==> config.mk <==
export PLATFORM = sky130hd
export DESIGN_NAME = branch_seq_unit_flat
export DESIGN_NICKNAME = d
export VERILOG_FILES = /design/src/rtl/branch_seq_unit_pkg.sv /design/src/rtl/branch_seq_unit_if.sv /design/src/rtl/branch_seq_unit_cond_eval.sv /design/src/rtl/branch_seq_unit.sv /design/src/flat_wrapper.sv
export SDC_FILE = /design/constraint.sdc
export NUM_CORES = 1
export LEC_CHECK = 0
export ABC_AREA = 1
export BUFFER_PORTS_ARGS = -buffer_cell sky130_fd_sc_hd__buf_4
export CORE_AREA = 2 2 132 134
export DETAILED_ROUTE_END_ITERATION = 8
export DIE_AREA = 0 0 134 136
export GPL_TIMING_DRIVEN = 0
export PLACE_DENSITY = 0.77
export SLEW_MARGIN = 20
export SYNTH_ARGS = -nofsm -noshare
export SYNTH_HDL_FRONTEND = slang
export SYNTH_SLANG_ARGS = --single-unit
==> constraint.sdc <==
create_clock -name clk -period 3.1 [get_ports clk]
set_input_delay 0.31 -clock clk [delete_from_list [all_inputs] [get_ports clk]]
set_output_delay 0.31 -clock clk [all_outputs]
set_load 0.02 [all_outputs]
==> src/rtl/branch_seq_unit_pkg.sv <==
// rtl/branch_seq_unit_pkg.sv - shared types and constants for the branch sequencer
package branch_seq_unit_pkg;

    typedef enum logic [3:0] {
        OP_BEQ    = 4'd0,
        OP_BNE    = 4'd1,
        OP_BLEZ   = 4'd2,
        OP_BGTZ   = 4'd3,
        OP_BLTZ   = 4'd4,
        OP_BGEZ   = 4'd5,
        OP_BLTZAL = 4'd6,
        OP_BGEZAL = 4'd7,
        OP_J      = 4'd8,
        OP_JAL    = 4'd9,
        OP_JR     = 4'd10,
        OP_JALR   = 4'd11,
        OP_BEQL   = 4'd12,
        OP_BNEL   = 4'd13,
        OP_BLEZL  = 4'd14,
        OP_BGTZL  = 4'd15
    } branch_op_t;

    typedef enum logic [1:0] {
        S_IDLE    = 2'd0,
        S_SLOT    = 2'd1,
        S_RESOLVE = 2'd2
    } branch_state_t;

    localparam int BRANCH_LINK_REG = 31;

endpackage

==> src/rtl/branch_seq_unit_if.sv <==
// rtl/branch_seq_unit_if.sv - issue/slot/resolve bundle between pipeline and branch sequencer
interface branch_seq_unit_if #(
    parameter int ADDR_WIDTH = 32
);
    import branch_seq_unit_pkg::*;

    logic                  issue_valid;
    logic                  issue_ready;
    branch_op_t            issue_op;
    logic [ADDR_WIDTH-1:0] issue_pc;
    logic [31:0]           issue_rs;
    logic [31:0]           issue_rt;
    logic [25:0]           issue_imm;
    logic                  slot_commit;
    logic                  flush;
    logic                  slot_nullify;
    logic                  resolve_valid;
    logic                  resolve_taken;
    logic [ADDR_WIDTH-1:0] resolve_pc;
    logic                  resolve_addr_err;
    logic                  link_we;
    logic [31:0]           link_data;

    modport master (
        output issue_valid, issue_op, issue_pc, issue_rs, issue_rt, issue_imm,
               slot_commit, flush,
        input  issue_ready, slot_nullify, resolve_valid, resolve_taken,
               resolve_pc, resolve_addr_err, link_we, link_data
    );

    modport slave (
        input  issue_valid, issue_op, issue_pc, issue_rs, issue_rt, issue_imm,
               slot_commit, flush,
        output issue_ready, slot_nullify, resolve_valid, resolve_taken,
               resolve_pc, resolve_addr_err, link_we, link_data
    );

endinterface

==> src/rtl/branch_seq_unit_cond_eval.sv <==
// rtl/branch_seq_unit_cond_eval.sv - combinational branch condition and link decode
module branch_cond_eval
    import branch_seq_unit_pkg::*;
(
    input  branch_op_t  op,
    input  logic [31:0] rs,
    input  logic [31:0] rt,
    output logic        taken,
    output logic        link
);
    logic signed [31:0] rs_s;

    assign rs_s = rs;

    // Likely variants share the compare of their base op; nullification is decided upstream.
    always_comb begin
        taken = 1'b0;
        link  = 1'b0;
        case (op)
            OP_BEQ, OP_BEQL:   taken = (rs == rt);
            OP_BNE, OP_BNEL:   taken = (rs != rt);
            OP_BLEZ, OP_BLEZL: taken = (rs_s <= 32'sd0);
            OP_BGTZ, OP_BGTZL: taken = (rs_s >  32'sd0);
            OP_BLTZ:           taken = (rs_s <  32'sd0);
            OP_BGEZ:           taken = (rs_s >= 32'sd0);
            OP_BLTZAL: begin
                taken = (rs_s < 32'sd0);
                link  = 1'b1;
            end
            OP_BGEZAL: begin
                taken = (rs_s >= 32'sd0);
                link  = 1'b1;
            end
            OP_J, OP_JR:       taken = 1'b1;
            OP_JAL, OP_JALR: begin
                taken = 1'b1;
                link  = 1'b1;
            end
            default: begin
                taken = 1'b0;
                link  = 1'b0;
            end
        endcase
    end

endmodule

==> src/rtl/branch_seq_unit.sv <==
// rtl/branch_seq_unit.sv - registered multi-cycle branch sequencer; BRANCH_LIKELY_EN enables likely-branch slot nullification
module branch_seq_unit
    import branch_seq_unit_pkg::*;
#(
    parameter int ADDR_WIDTH  = 32,
    parameter int DELAY_SLOTS = 1
) (
    input  logic                clk,
    input  logic                reset,
    branch_seq_unit_if.slave    bus
);
    localparam logic [ADDR_WIDTH-1:0] LOW28   = ADDR_WIDTH'(32'h0FFF_FFFF);
    localparam logic [ADDR_WIDTH-1:0] FT_OFFS = ADDR_WIDTH'(4 * (DELAY_SLOTS + 1));
    localparam logic [1:0]            SLOTS   = 2'(DELAY_SLOTS);

    branch_state_t         state_q, state_d;
    logic [1:0]            cnt_q, cnt_d;
    logic                  taken_q, taken_d;
    logic [ADDR_WIDTH-1:0] pc_q, pc_d;
    logic                  addr_err_q, addr_err_d;
    logic                  link_we_q, link_we_d;
    logic [31:0]           link_data_q, link_data_d;
    logic                  likely_q, likely_d;

    logic                  c_taken, c_link, c_likely;
    logic [ADDR_WIDTH-1:0] pc_plus4, br_tgt, j_tgt, tgt, fall_pc;

    branch_cond_eval u_cond (
        .op    (bus.issue_op),
        .rs    (bus.issue_rs),
        .rt    (bus.issue_rt),
        .taken (c_taken),
        .link  (c_link)
    );

`ifdef BRANCH_LIKELY_EN
    assign c_likely = (bus.issue_op == OP_BEQL) || (bus.issue_op == OP_BNEL) ||
                      (bus.issue_op == OP_BLEZL) || (bus.issue_op == OP_BGTZL);
`else
    assign c_likely = 1'b0;
`endif

    assign pc_plus4 = bus.issue_pc + ADDR_WIDTH'(4);
    assign br_tgt   = pc_plus4 + {{(ADDR_WIDTH-18){bus.issue_imm[15]}}, bus.issue_imm[15:0], 2'b00};
    // Masking keeps the region bits correct even at the narrowest ADDR_WIDTH of 28.
    assign j_tgt    = (pc_plus4 & ~LOW28) | ADDR_WIDTH'({bus.issue_imm, 2'b00});
    assign fall_pc  = bus.issue_pc + FT_OFFS;

    always_comb begin
        case (bus.issue_op)
            OP_J, OP_JAL:   tgt = j_tgt;
            OP_JR, OP_JALR: tgt = bus.issue_rs[ADDR_WIDTH-1:0];
            default:        tgt = br_tgt;
        endcase
    end

    always_comb begin
        state_d     = state_q;
        cnt_d       = cnt_q;
        taken_d     = taken_q;
        pc_d        = pc_q;
        addr_err_d  = addr_err_q;
        link_we_d   = link_we_q;
        link_data_d = link_data_q;
        likely_d    = likely_q;
        if (bus.flush) begin
            state_d = S_IDLE;
            cnt_d   = 2'd0;
        end else begin
            case (state_q)
                S_IDLE: begin
                    if (bus.issue_valid) begin
                        taken_d     = c_taken;
                        pc_d        = c_taken ? tgt : fall_pc;
                        addr_err_d  = c_taken && (tgt[1:0] != 2'b00);
                        link_we_d   = c_link;
                        link_data_d = 32'(fall_pc);
                        likely_d    = c_likely;
                        cnt_d       = SLOTS;
                        state_d     = (DELAY_SLOTS == 0) ? S_RESOLVE : S_SLOT;
                    end
                end
                S_SLOT: begin
                    if (bus.slot_commit) begin
                        cnt_d = cnt_q - 2'd1;
                        if (cnt_q == 2'd1) state_d = S_RESOLVE;
                    end
                end
                S_RESOLVE: state_d = S_IDLE;
                default:   state_d = S_IDLE;
            endcase
        end
    end

    always_ff @(posedge clk) begin
        if (reset) begin
            state_q     <= S_IDLE;
            cnt_q       <= 2'd0;
            taken_q     <= 1'b0;
            pc_q        <= '0;
            addr_err_q  <= 1'b0;
            link_we_q   <= 1'b0;
            link_data_q <= 32'd0;
            likely_q    <= 1'b0;
        end else begin
            state_q     <= state_d;
            cnt_q       <= cnt_d;
            taken_q     <= taken_d;
            pc_q        <= pc_d;
            addr_err_q  <= addr_err_d;
            link_we_q   <= link_we_d;
            link_data_q <= link_data_d;
            likely_q    <= likely_d;
        end
    end

    // Result fields are gated to the resolve cycle so they read as zero at all other times.
    assign bus.issue_ready      = (state_q == S_IDLE);
    assign bus.resolve_valid    = (state_q == S_RESOLVE);
    assign bus.resolve_taken    = bus.resolve_valid & taken_q;
    assign bus.resolve_pc       = bus.resolve_valid ? pc_q : '0;
    assign bus.resolve_addr_err = bus.resolve_valid & addr_err_q;
    assign bus.link_we          = bus.resolve_valid & link_we_q;
    assign bus.link_data        = bus.resolve_valid ? link_data_q : 32'd0;
    assign bus.slot_nullify     = (state_q == S_SLOT) && likely_q && !taken_q;

endmodule

==> src/flat_wrapper.sv <==
// flat-port wrapper written by rule: the top's interface ports become plain ports
module branch_seq_unit_flat import branch_seq_unit_pkg::*;
#(
    parameter int ADDR_WIDTH  = 32,
    parameter int DELAY_SLOTS = 1
)
  (clk, reset, bus_issue_valid, bus_issue_op, bus_issue_pc, bus_issue_rs, bus_issue_rt, bus_issue_imm, bus_slot_commit, bus_flush, bus_issue_ready, bus_slot_nullify, bus_resolve_valid, bus_resolve_taken, bus_resolve_pc, bus_resolve_addr_err, bus_link_we, bus_link_data);
  branch_seq_unit_if #(.ADDR_WIDTH(ADDR_WIDTH)) bus_i ();
  input  logic clk;
  input  logic reset;
  input wire logic [$bits(bus_i.issue_valid)-1:0] bus_issue_valid;
  input wire logic [$bits(bus_i.issue_op)-1:0] bus_issue_op;
  input wire logic [$bits(bus_i.issue_pc)-1:0] bus_issue_pc;
  input wire logic [$bits(bus_i.issue_rs)-1:0] bus_issue_rs;
  input wire logic [$bits(bus_i.issue_rt)-1:0] bus_issue_rt;
  input wire logic [$bits(bus_i.issue_imm)-1:0] bus_issue_imm;
  input wire logic [$bits(bus_i.slot_commit)-1:0] bus_slot_commit;
  input wire logic [$bits(bus_i.flush)-1:0] bus_flush;
  output wire logic [$bits(bus_i.issue_ready)-1:0] bus_issue_ready;
  output wire logic [$bits(bus_i.slot_nullify)-1:0] bus_slot_nullify;
  output wire logic [$bits(bus_i.resolve_valid)-1:0] bus_resolve_valid;
  output wire logic [$bits(bus_i.resolve_taken)-1:0] bus_resolve_taken;
  output wire logic [$bits(bus_i.resolve_pc)-1:0] bus_resolve_pc;
  output wire logic [$bits(bus_i.resolve_addr_err)-1:0] bus_resolve_addr_err;
  output wire logic [$bits(bus_i.link_we)-1:0] bus_link_we;
  output wire logic [$bits(bus_i.link_data)-1:0] bus_link_data;
  assign bus_i.issue_valid = bus_issue_valid;
  assign bus_i.issue_op = bus_issue_op;
  assign bus_i.issue_pc = bus_issue_pc;
  assign bus_i.issue_rs = bus_issue_rs;
  assign bus_i.issue_rt = bus_issue_rt;
  assign bus_i.issue_imm = bus_issue_imm;
  assign bus_i.slot_commit = bus_slot_commit;
  assign bus_i.flush = bus_flush;
  assign bus_issue_ready = bus_i.issue_ready;
  assign bus_slot_nullify = bus_i.slot_nullify;
  assign bus_resolve_valid = bus_i.resolve_valid;
  assign bus_resolve_taken = bus_i.resolve_taken;
  assign bus_resolve_pc = bus_i.resolve_pc;
  assign bus_resolve_addr_err = bus_i.resolve_addr_err;
  assign bus_link_we = bus_i.link_we;
  assign bus_link_data = bus_i.link_data;
  branch_seq_unit #(.ADDR_WIDTH(ADDR_WIDTH), .DELAY_SLOTS(DELAY_SLOTS)) u_core (.clk(clk), .reset(reset), .bus(bus_i));
endmodule
After elaboration in Yosys (flattened, before gate mapping) --
Cells that the tools add are included. W data, S select, Z words.
Storage, ports and cells: output and inout bits 70, logic and storage cells 74, register bits 71
Operators by class: $add $sub $neg 4, equal/unequal tests 23, bitwise gates (word level) 5, muxes and demuxes 12, reductions and logical operators 19, $lt $le $gt $ge 4
Operators with widths (number):
- $mux W32 | 3
- $pmux W32 S2 | 1
- $add A32 B3 Y32 const B | 1
- $add A32 B32 Y32 | 1
- $add A32 B4 Y32 const B | 1
- $eq A32 B32 Y1 | 1
- $eq A4 B4 Y1 const B | 8
- $ge A32 B1 Y1 const B | 1
- $gt A32 B1 Y1 const B | 1
- $le A32 B1 Y1 const B | 1
- $lt A32 B1 Y1 const B | 1
- $ne A32 B32 Y1 | 1
- $or A32 B28 Y32 | 1
- $reduce_or A2 Y1 | 9
- $eq A4 B3 Y1 const B | 4
- $reduce_and A3 Y1 | 3
- $eq A4 B2 Y1 const B | 2
- $mux W2 | 4
- $pmux W2 S2 | 2
- $reduce_or A4 Y1 | 2
- $pmux W1 S7 | 1
- $eq A2 B1 Y1 const B | 2
- $eq A4 B1 Y1 const B | 1
- $logic_not A4 Y1 | 1
- 10 further kinds | 14

Logic depth before layout (Yosys ltp) --
Gate-level depths: netlist of the first run.
depth in word-level cells 5, gate-level depth with buffers 29, gate-level depth less buffers 29

Hierarchy --
From an unflattened synthesis of the first run, not the netlist that was laid out.
Second synthesis, totals: cells, all modules 1407, area, all modules 7958.9 um^2
By module, submodules not included:
- branch_seq_unit | cells an instance 1248, seq. area each 1421.4 um^2, instances 1, area each 7193.1 um^2
- branch_cond_eval | cells an instance 159, seq. area each 0.0 um^2, instances 1, area each 765.7 um^2

Worst setup path after synthesis of the first run --
OpenSTA, ideal clock, no wires.
path kind input to register, from input port bus_issue_pc[2], to register u_core.pc_q[30], arrival 2837 ps, slack 131 ps, data required time 2968 ps, path buffers 0, library setup time 132 ps, stages on the path 26, path through ha_1 > inv_1 > nor2_2 > inv_2 > nor2_4 > inv_2 > nor4_4 > nand3_2 > nor2_2 > nand2_1 > xor2_1 > inv_1 > ha_1 > nand2_1 > nor3_1 > and2_1 > and2_1 > nand2_1 > nand2_1 > nand2_1 > nand3_1 > nand2_1 > inv_1 > nand2_1 > nand3_1 > a21oi_1
On the way: word-level cells in the longest chain between the ends 4
Ends and longest elaborated chain:
- from (decl) | RTL line flat_wrapper.sv:13 | input wire logic [$bits(bus_i.issue_pc)-1:0] bus_issue_pc;
- $add A32 B3 Y32 | RTL line branch_seq_unit.sv:43 | assign pc_plus4 = bus.issue_pc + ADDR_WIDTH'(4);
- $add A32 B32 Y32 or $or A32 B28 Y32 (tied branches) | RTL line branch_seq_unit.sv:44, branch_seq_unit.sv:46
- $pmux W32 S2 | RTL line branch_seq_unit.sv:50 | case (bus.issue_op)
- $mux W32 (*) | RTL line branch_seq_unit.sv:74 | pc_d = c_taken ? tgt : fall_pc;
- to (signal assigned) | RTL line branch_seq_unit.sv:109 | pc_q <= pc_d;
- to (decl) | RTL line branch_seq_unit.sv:19 | logic [ADDR_WIDTH-1:0] pc_q, pc_d;
Mark *: on every way between the ends. The rest lies on a longest branch, timed or not. A chain may end at the register's enable or synchronous reset.

Worst setup path after layout of the first run --
from input port bus_issue_pc[4], to register u_core.pc_q[30]
Same word-level chain as after synthesis.

==> flow_summary.ini, run 1 <==
[critical_path]
reg2reg_from = u_core.state_q[0]
slowest_delay_ns = 0.30
critPathMaxFanout = 5
startpoint = bus_issue_pc[4]
worst_ep_required_time_ns = 3.29
end_kind = register
cp.arrival_ns = 3.37
cp-start-kind = input pin
crit_top_cell = nand2_1
cp_slowest_cell = ha_4
worstSetupPathType = in -> reg

[status]
violations = setup timing
status = complete, but fails checks

[pwr]
ir_worst_vdd_uv = 360
p_per_area_nw_per_um2 = 329
leakagePower_nw = 5.61

[sta]
min_period_ns = 3.18
hold_viol = 0
hold_ws_ns = 0.273
rsz0062_at_grt = yes
final.setup.worst_slack_ns = -0.0826
period_share_pct = 103
fmax_ghz = 0.314
fin_skew_ns = 0.00444
slew_violations = 0
worst_pin_slew_ns = 0.768
slew_headroom_pct = 48.8
finalSetupViolCount = 8

[logic_synthesis]
syn_area_um2 = 8280
yosysTopAreaCell = nand2_1
yosys.cell_types.count = 46
synth_nets = 1661
yosysWarnings = 0
ys_seq_area_share_pct = 17.2
synth.avg_cell_area_um2 = 5.54
synth_cells = 1493
yosys_register_bits = 71
synth_top_area_share_pct = 18.7
synth.area.top_cells = nand2_1 (19%), dfxtp_1 (17%), inv_1 (13%), nor2_1 (8.1%), nand3_1 (5.9%)

[grt]
grt_use_total_pct = 35.7
grt_pass1_wl_um = 49600
grt_pass1_vias = 9334
antenna_found_initial = 0
grt_max_degree = 21
grt_overflow = 0

[layout]
layout_commonest_cell = nand2_1
drive_gt1_share_pct = 23.8
area_delta_synth_final_pct = 34.4
ff_latch_area_um2 = 1420
multi_input_area_um2 = 6030
insertedDiodeCount = 0
final_cells = 1956
fill_cells = 1643
fin_nets = 1894
final_cell_mix = nand2_1 (379), inv_1 (282), buf_4 (219)
fin_area_um2 = 11100

[clock_tree]
ctsRootBufferMaster = clkbuf_16
cts_tree = done
path_clk_slew_ns = 0.06
htree_levels = 3
clkLatencyLatePin_ns = 0.33
cts_buffers = 9
clockBufferDepth = 2
cts.sinks = 71
holdBufCountCts = 0

[floorplanning]
die_w_um = 134
start_util_pct = 49.1
ios = 201
row_count = 48
core-area_um2 = 16900
die_area_um2 = 18200
fp.dieH_um = 136

[job]
max_cap_viol_count = 0

[detailed_routing]
first_pass_iters = 5
drc_errors = 0
drt-initial-drc-count = 912
wl_per_cell_um = 17.3
ant_nets = 0
finalWirelength_um = 33800
vias = 10216
vias_per_cell = 5.22

[hold_path]
min_from = bus_issue_pc[1]
hold_class = in -> reg

[placed_design]
portBuffers = 198
place_congestion = 1.01
dp_hpwl_um = 27800
dp.cells = 1916
placed_area_um2 = 10000
-- registers in the layout, indices dropped and copies added, names as in the netlist --
name and count:
u_core.addr_err_q 1, u_core.state_q 2, u_core.cnt_q 2, u_core.taken_q 1, u_core.link_we_q 1, u_core.link_data_q 32
u_core.pc_q 32
-- power breakdown --
part / leakage, nW / internal [mW] / total, mW / switching (mW)
combinational: 4.86 / 0.530 / 1.46 / 0.927
sequential: 0.583 / 0.977 / 1.01 / 0.0291
clock: 0.170 / 0.809 / 1.20 / 0.390
total: 5.61 / 2.32 / 3.66 / 1.35
-- layout make-up --
type	count	share of cell area, %
clock inverter	5	0.934
multi-input combinational	1079	54.3
timing repair buffer	222	15.3
clock buffer	11	2.18
buffer	46	1.91
inverter	297	10.1
sequential	71	12.8
tap	225	2.53
-- routing by layer --
layer	part of all wire, %	wire length, µm	vias up	GRT usage (%)
li1	-	-	5097	-
met1	43	14500	4590	47.0
met2	45	15100	450	57.3
met3	8.7	2930	79	6.56
met4	3.9	1330	0	15.2
met5	0	0	-	0
-- cells in the mapped netlist, drive strengths merged --
| library cell | n |
|---|---|
| and3 | 1 |
| nand2 | 426 |
| nand3b | 4 |
| nor4 | 4 |
| clkbuf | 25 |
| inv | 296 |
| clkinv | 1 |
| xor2 | 35 |
| a21oi | 87 |
| buf | 21 |
| fa | 1 |
| a21o | 2 |
| a22oi | 20 |
| conb | 1 |
| xnor2 | 31 |
| a221oi | 4 |
| dfxtp | 71 |
| ha | 36 |
| and2 | 7 |
| a31oi | 2 |
| o22ai | 1 |
| nor3 | 16 |
| o21ai | 50 |
| nand4 | 33 |
| nor2 | 194 |
| a211oi | 4 |
| or2 | 7 |
| o211ai | 8 |
| nand3 | 101 |
| o21a | 1 |
| o21bai | 3 |
-- worst max-delay path, delay by kind of cell --
kind | cells | cell delay (ns)
AO/OA/AOI/OAI | 1 | 0.06
buffers and inverters | 6 | 0.56
AND/OR/NAND/NOR | 18 | 1.95
adder cells (fa/ha/maj) | 1 | 0.30
XOR/XNOR | 1 | 0.18
-- cell families after synthesis --
logic type / Yosys count / synth area share, %
AND/OR/NAND/NOR: 793 / 41.8
buffers and inverters: 343 / 15.9
AO/OA/AOI/OAI: 182 / 12.4
flip-flops: 71 / 17.2
XOR/XNOR: 66 / 6.98
adder cells (fa/ha/maj): 37 / 5.68
other: 1 / 0.0453
-- timing repair --
item | CTS | global route
buffers inserted | 18 | 6
pin swaps | 29 | 38
gates resized for setup | 76 | 78
setup endpoints to repair | 20 | 22
gates cloned | 0 | 0
-- path summary, 6_finish.rpt --
path | to | slack, ns | cells after the start
setup reg to reg | u_core.link_data_q[10] | 1.14 | 8
setup / recovery | u_core.pc_q[30] | -0.08 | 27
hold reg to reg | u_core.pc_q[0] | 0.47 | 2
hold / removal | u_core.link_data_q[1] | 0.27 | 3
-- stage by stage --
stage	total power [mW]	setup slack [ns]	TNS, ns	util [%]
floorplan	1.81	0.131	0	-
global placement	2.29	-0.961	-14.80	59.5
detailed placement	2.30	-0.984	-14.72	59.5
CTS	3.55	-0.0959	-0.222	64.0
global route	3.83	-0.284	-2.90	65.9
finish	3.66	-0.0826	-0.456	65.9
No activity file was read; power rests on OpenSTA's default activity.
==> run 2: changes to the inputs <==
- BUFFER_PORTS_ARGS: -buffer_cell sky130_fd_sc_hd__buf_4 -> default
- CORE_AREA: 2 2 132 134 -> 2 2 126 128
- DIE_AREA: 0 0 134 136 -> 0 0 128 130
- DONT_BUFFER_PORTS: default -> 1
- PLACE_DENSITY: 0.77 -> 0.71
==> run 2 against run 1 <==
Compared with the run above:
- the flow still finishes with violations (setup timing)
- first-iteration DRC count is the same
- routed wire length is 7.8% lower
- final cell count fell by 12%
- cell area shrank 15%
- maximum frequency grew 1.4%
- critical path type unchanged
- largest cell class unchanged
==> flow_summary.ini, run 2 (synthesis gave the netlist of run 1 again) <==
[status]
status = complete, but fails checks
violations = setup timing

[grt]
met2_usage_pct = 56.9
grtUsageMet1_pct = 45.9
grt_max_degree = 21
grt_pass1_vias = 8253
grt_pass1_wl_um = 44800
grt_overflow = 0
antenna_found_initial = 0
grt.met3_usage_pct = 10.7
grt_use_total_pct = 35.6
grt_busiest_layer = met2

[critical_path]
crit_top_cell = nand2_2
end_kind = register
r2r_slack_ns = 0.97
slowest_delay_ns = 0.33
reg2reg_from = u_core.state_q[0]
worstReg2RegEnd = u_core.pc_q[26]
cp.arrival_ns = 3.33
cp_slowest_cell = ha_4
worstSetupPathType = in -> reg
reg2reg_depth = 8
critPathMaxFanout = 6
cp-start-kind = input pin
worst_ep_required_time_ns = 3.29

[detailed_routing]
first_pass_iters = 5
vias_per_cell = 5.56
drc_errors = 0
wl_per_cell_um = 18.2
finalWirelength_um = 31200
vias = 9531
ant_nets = 0
drt-initial-drc-count = 912

[sta]
rsz0062_at_grt = yes
fin_skew_ns = 0.00239
fmax_ghz = 0.319
fin_tns_setup_ns = -0.0376
finalSetupViolCount = 1
hold_viol = 0
hold_ws_ns = 0.0695
final.setup.worst_slack_ns = -0.0376
period_share_pct = 101
worst_pin_slew_ns = 0.813
min_period_ns = 3.14
slew_headroom_pct = 45.8
slew_violations = 0

[clock_tree]
cts.sinks = 71
ctsRootBufferMaster = clkbuf_16
clockBufferDepth = 2
cts_buffers = 9
cts_tree = done
clkLatencyLatePin_ns = 0.33
htree_levels = 3
path_clk_slew_ns = 0.05

[floorplanning]
core-area_um2 = 15400
ios = 201
row_count = 46
fp.dieH_um = 130
start_util_pct = 53.7
die_w_um = 128
die_area_um2 = 16600

[pwr]
p_sw_mw = 1.20
ir_worst_vdd_uv = 295
combinationalPowerShare_pct = 38.8
total_power_mw = 3.19
p_int_mw = 1.99
power_frac_seq_pct = 31.5
clock_power_share_pct = 29.6
p_per_area_nw_per_um2 = 336
leakagePower_nw = 4.52
switching_share_pct = 37.6

[hold_path]
min_to = u_core.link_data_q[3]
min_from = bus_issue_pc[3]
hold_path_depth = 1
hold_class = in -> reg

[placed_design]
dp.cells = 1685
dp_hpwl_um = 25800
portBuffers = 0
place_congestion = 1.03

[layout]
fin_nets = 1688
final_cells = 1714
drive_gt1_share_pct = 14.6
layout_commonest_cell = nand2_1
final_cell_mix = nand2_1 (381), inv_1 (277), nor2_1 (155)
utilization_pct = 61.5
reg_top3 = u_core.link_data_q (32), u_core.pc_q (32)
area_delta_synth_final_pct = 14.6
insertedDiodeCount = 0

[job]
max_cap_viol_count = 0
==> run 2: changes by cell type in the layout (fill, tap and decap cells not counted), moves of 4 or more <==
cell,change
nor3_1,-4
inv_1,-5
inv_2,+4
buf_4,-199
nand3_1,-6
nor3_2,+5
nand3_2,+6
buf_6,-4
==> run 2: worst max-delay path, delay by kind of cell <==
| kind | cells | cell delay [ns] |
|---|---|---|
| adders and majority gates | 2 | 0.47 |
| AOI/OAI and AO/OA | 1 | 0.05 |
| xor gates and xnor gates | 1 | 0.19 |
| buffers and inverters | 5 | 0.31 |
| and+or+nand+nor | 17 | 1.98 |
==> run 2: how the worst max path moves through the flow <==
stage | startpoint | end | slack (ns) | cells after the start
floorplan | bus_issue_pc[2] | u_core.pc_q[30] | 0.13 | 26
global placement | bus_issue_pc[2] | u_core.pc_q[29] | -0.62 | 23
detailed placement | bus_issue_pc[2] | u_core.pc_q[30] | -0.65 | 26
CTS | bus_issue_pc[3] | u_core.pc_q[29] | -0.03 | 18
global route | bus_issue_pc[3] | u_core.pc_q[30] | -0.18 | 26
finish | bus_issue_pc[3] | u_core.pc_q[30] | -0.04 | 26
==> run 2: layout make-up <==
| type | instances | area, µm² |
|---|---|---|
| well taps | 192 | 240 |
| inverters | 297 | 1120 |
| fillers | 1603 | 5940 |
| multi-input cells | 1079 | 6100 |
| plain buffers | 46 | 210 |
| clock buffers | 12 | 267 |
| clock inverters | 1 | 5.00 |
| flip-flops and latches | 71 | 1420 |
| repair buffers | 16 | 124 |
==> run 2: repair_timing <==
action                                  4_1_cts  5_1_grt
gates resized for setup                      44      118
endpoints found under the setup margin       16       23
hold buffers                                  0        0
setup buffers                                 5       11
pin swaps                                    11       50
==> run 2: power groups by stage <==
stage	Combinational [mW]	Sequential (mW)	Clock [mW]
after global routing	1.36	1.01	0.988
after global placement	1.06	1.02	0
after CTS	1.11	1.01	0.952
after floorplan	0.791	1.02	0
final	1.24	1.01	0.945
after detailed placement	1.07	1.02	0
==> run 2: per-stage QoR <==
step / area (µm²) / setup slack [ns]
floorplan: 8280 / 0.131
global placement: 8520 / -0.616
detailed placement: 8520 / -0.654
CTS: 8990 / -0.0252
global route: 9490 / -0.184
finish: 9490 / -0.0376
==> run 2: metal layers <==
| layer | wire length, µm | part of all wire (%) |
|---|---|---|
| met5 | 0 | 0 |
| met4 | 1220 | 3.9 |
| met3 | 3690 | 12 |
| met2 | 13500 | 43 |
| met1 | 12700 | 41 |
==> run 3: changes to the inputs <==
- ABC_AREA: 1 -> default
- CORE_AREA: 2 2 126 128 -> 2 2 116 118
- DIE_AREA: 0 0 128 130 -> 0 0 118 120
==> run 3 against run 2 <==
Compared with the run above:
- the flow still finishes with violations (setup timing)
- clock-buffer cell count is the same
- maximum frequency shrank 0.94%
- sequential share of layout area grew 2.4 points
- sequential cell count is the same
- cell area shrank 14%
- critical path depth shrank 10
- synthesized area shrank 16%
- sequential power is essentially flat
- hold slack lost 0.018 ns
- non-clock buffer count grew 31
==> flow_summary.ini, run 3 <==
[status]
status = complete, but fails checks
violations = setup timing

[logic_synthesis]
synth_flop_cell = dfxtp_1
yosys-top-cells-count = nor2_1 (102), nand2_1 (85), xnor2_1 (84), dfxtp_1 (71), and2_1 (70)
syn_area_um2 = 6940
synth.avg_cell_area_um2 = 7.50
synth_nets = 1094
ys_seq_area_share_pct = 20.5
synth_cells = 926
yosysTopAreaCell = dfxtp_1
yosysWarnings = 0
synth_most_common_cell = nor2_1
synthArstFlopShare_pct = 0
yosys_register_bits = 71
synth_edf_count = 0
synth.area.top_cells = dfxtp_1 (20%), xnor2_1 (11%), ha_1 (6.5%), and2_1 (6.3%), nor2_1 (5.5%)
synth_top_area_share_pct = 20.5
yosys.cell_types.count = 69

[critical_path]
worst_ep_required_time_ns = 3.32
crit_top_cell = a21oi_2
slowest_delay_ns = 0.52
cp.arrival_ns = 3.39
reg2reg_from = u_core.state_q[1]
path_cells = buf_6 -> inv_2 -> nor4_4 -> buf_4 -> nand2_2 -> xnor2_2 -> ha_4 -> and3_4 -> nand3_2 -> nor3b_4 -> a21oi_2 -> nand4_1 -> nor4b_4 -> or4b_4 -> a21oi_2 -> o21ai_1
critPathMaxFanout = 10
end_kind = register
reg2reg_depth = 6
cp_slowest_cell = or4b_4
worstSetupPathType = in -> reg
cp-start-kind = input pin
startpoint = bus_issue_pc[2]

[placed_design]
dp_hpwl_um = 21500
dp.cells = 1102
place_congestion = 1.00
portBuffers = 0

[grt]
grt_busiest_layer = met2
grt.met3_usage_pct = 9.98
grt_pass1_wl_um = 39600
grt_overflow = 0
antenna_found_initial = 2
grt_pass1_vias = 6719
grtUsageMet1_pct = 48.1
grt_max_degree = 20
grt_use_total_pct = 36.6
met2_usage_pct = 56.2

[clock_tree]
htree_levels = 3
ctsRootBufferMaster = clkbuf_16
cts_buffers = 9
cts.sinks = 71
clkLatencyLatePin_ns = 0.33
holdBufCountCts = 0
cts_tree = done
clockBufferDepth = 2
path_clk_slew_ns = 0.05

[detailed_routing]
finalWirelength_um = 27100
drt-initial-drc-count = 821
vias = 7448
first_pass_iters = 5
ant_nets = 0
vias_per_cell = 6.44
wl_per_cell_um = 23.4
drc_errors = 0

[layout]
multi_input_area_um2 = 5630
fill_cells = 1204
ff_latch_area_um2 = 1420
reg_top3 = u_core.link_data_q (32), u_core.pc_q (32)
fin_nets = 1146
layout_commonest_cell = nor2_1
utilization_pct = 63.2
area_delta_synth_final_pct = 18.1
drive_gt1_share_pct = 14.9
final_cells = 1157
final_cell_mix = nor2_1 (96), nand2_1 (81), xnor2_1 (80)

[floorplanning]
row_count = 42
fp.dieH_um = 120
ios = 201
start_util_pct = 53.5
die_area_um2 = 14200
core-area_um2 = 13000
die_w_um = 118

[pwr]
leakagePower_nw = 3.09
p_int_mw = 2.06
clock_power_share_pct = 33.1
switching_share_pct = 32.5
p_per_area_nw_per_um2 = 372
p_sw_uw = 992
combinationalPowerShare_pct = 33.7
ir_worst_vdd_uv = 248
power_frac_seq_pct = 33.2

[job]
max_cap_viol_count = 0

[sta]
hold_viol = 0
finalSetupViolCount = 1
fin_tns_setup_ns = -0.0674
min_period_ns = 3.17
final.setup.worst_slack_ns = -0.0674
fmax_ghz = 0.316
period_share_pct = 102
fin_skew_ns = 0.00613
slew_violations = 0
rsz0062_at_grt = yes
slew_headroom_pct = 38.6
worst_pin_slew_ns = 0.919

[hold_path]
min_from = bus_flush
hold_path_depth = 1
hold_class = in -> reg
## run 3: logic make-up (layout without fill, tap and decap cells)
group / Yosys count / in the layout / synth area share [%]
fa+ha+maj: 37 / 37 / 6.77
buf+inv: 67 / 121 / 4.16
xor+xnor: 109 / 109 / 13.7
other cells: 1 / 2 / 0.0540
simple gates: 389 / 389 / 28.8
mux: 31 / 31 / 4.49
compound gates: 221 / 221 / 21.5
flops: 71 / 71 / 20.5
## run 3: layer usage
layer / wire (µm) / share of wire (%)
met2: 11900 / 44
met1: 10900 / 40
met3: 3070 / 11
met5: 13 / 0.048
met4: 1150 / 4.2
## run 3: worst max-delay path, delay by kind of cell
family | cells | cell delay, ns
compound gates | 3 | 0.40
buf+inv | 3 | 0.45
fa+ha+maj | 1 | 0.30
simple gates | 8 | 1.76
xor+xnor | 1 | 0.15
## run 3: stage by stage
| stage | hold WS [ns] | instance area, µm² | setup slack (ns) | total power [mW] |
|---|---|---|---|---|
| after floorplan | 0.388 | 7030 | -0.123 | 1.69 |
| after global placement | 0.391 | 7250 | -0.825 | 1.91 |
| after detailed placement | 0.392 | 7250 | -0.830 | 1.91 |
| after CTS | 0.0463 | 7760 | 0.000598 | 2.93 |
| after global routing | 0.0453 | 8200 | -0.137 | 3.17 |
| final | 0.0512 | 8200 | -0.0674 | 3.05 |
## run 3: path summary, 6_finish.rpt
| kind | end | slack, ns |
|---|---|---|
| min reg2reg | u_core.pc_q[6] | 0.45 |
| max | u_core.pc_q[31] | -0.07 |
| min | u_core.state_q[1] | 0.05 |
| max reg2reg | u_core.pc_q[8] | 0.50 |
## run 3: power by group through the flow
stage          Sequential (mW)  Clock [mW]  Combinational (mW)
3_3_place_gp              1.03           0               0.880
4_1_cts                   1.01        1.01               0.913
2_1_floorplan             1.02           0               0.677
5_1_grt                   1.02        1.05                1.11
3_5_place_dp              1.03           0               0.883
6_report                  1.01        1.01                1.03
## run 3: final cells by class
| cell class | count | area share, % |
|---|---|---|
| antenna | 1 | 0.0305 |
| clock inverter | 1 | 0.366 |
| timing repair buffer | 42 | 4.04 |
| multi-input combinational | 788 | 68.6 |
| inverter | 15 | 0.687 |
| buffer | 51 | 3.10 |
| tap | 176 | 2.69 |
| clock buffer | 12 | 3.13 |
| sequential | 71 | 17.3 |
## run 3: what timing repair did
| item | in CTS | in global routing |
|---|---|---|
| resized for setup | 22 | 57 |
| hold endpoints to repair | 0 | 0 |
| pin swaps | 21 | 41 |
| setup endpoints to repair | 15 | 17 |
| setup buffers | 16 | 26 |
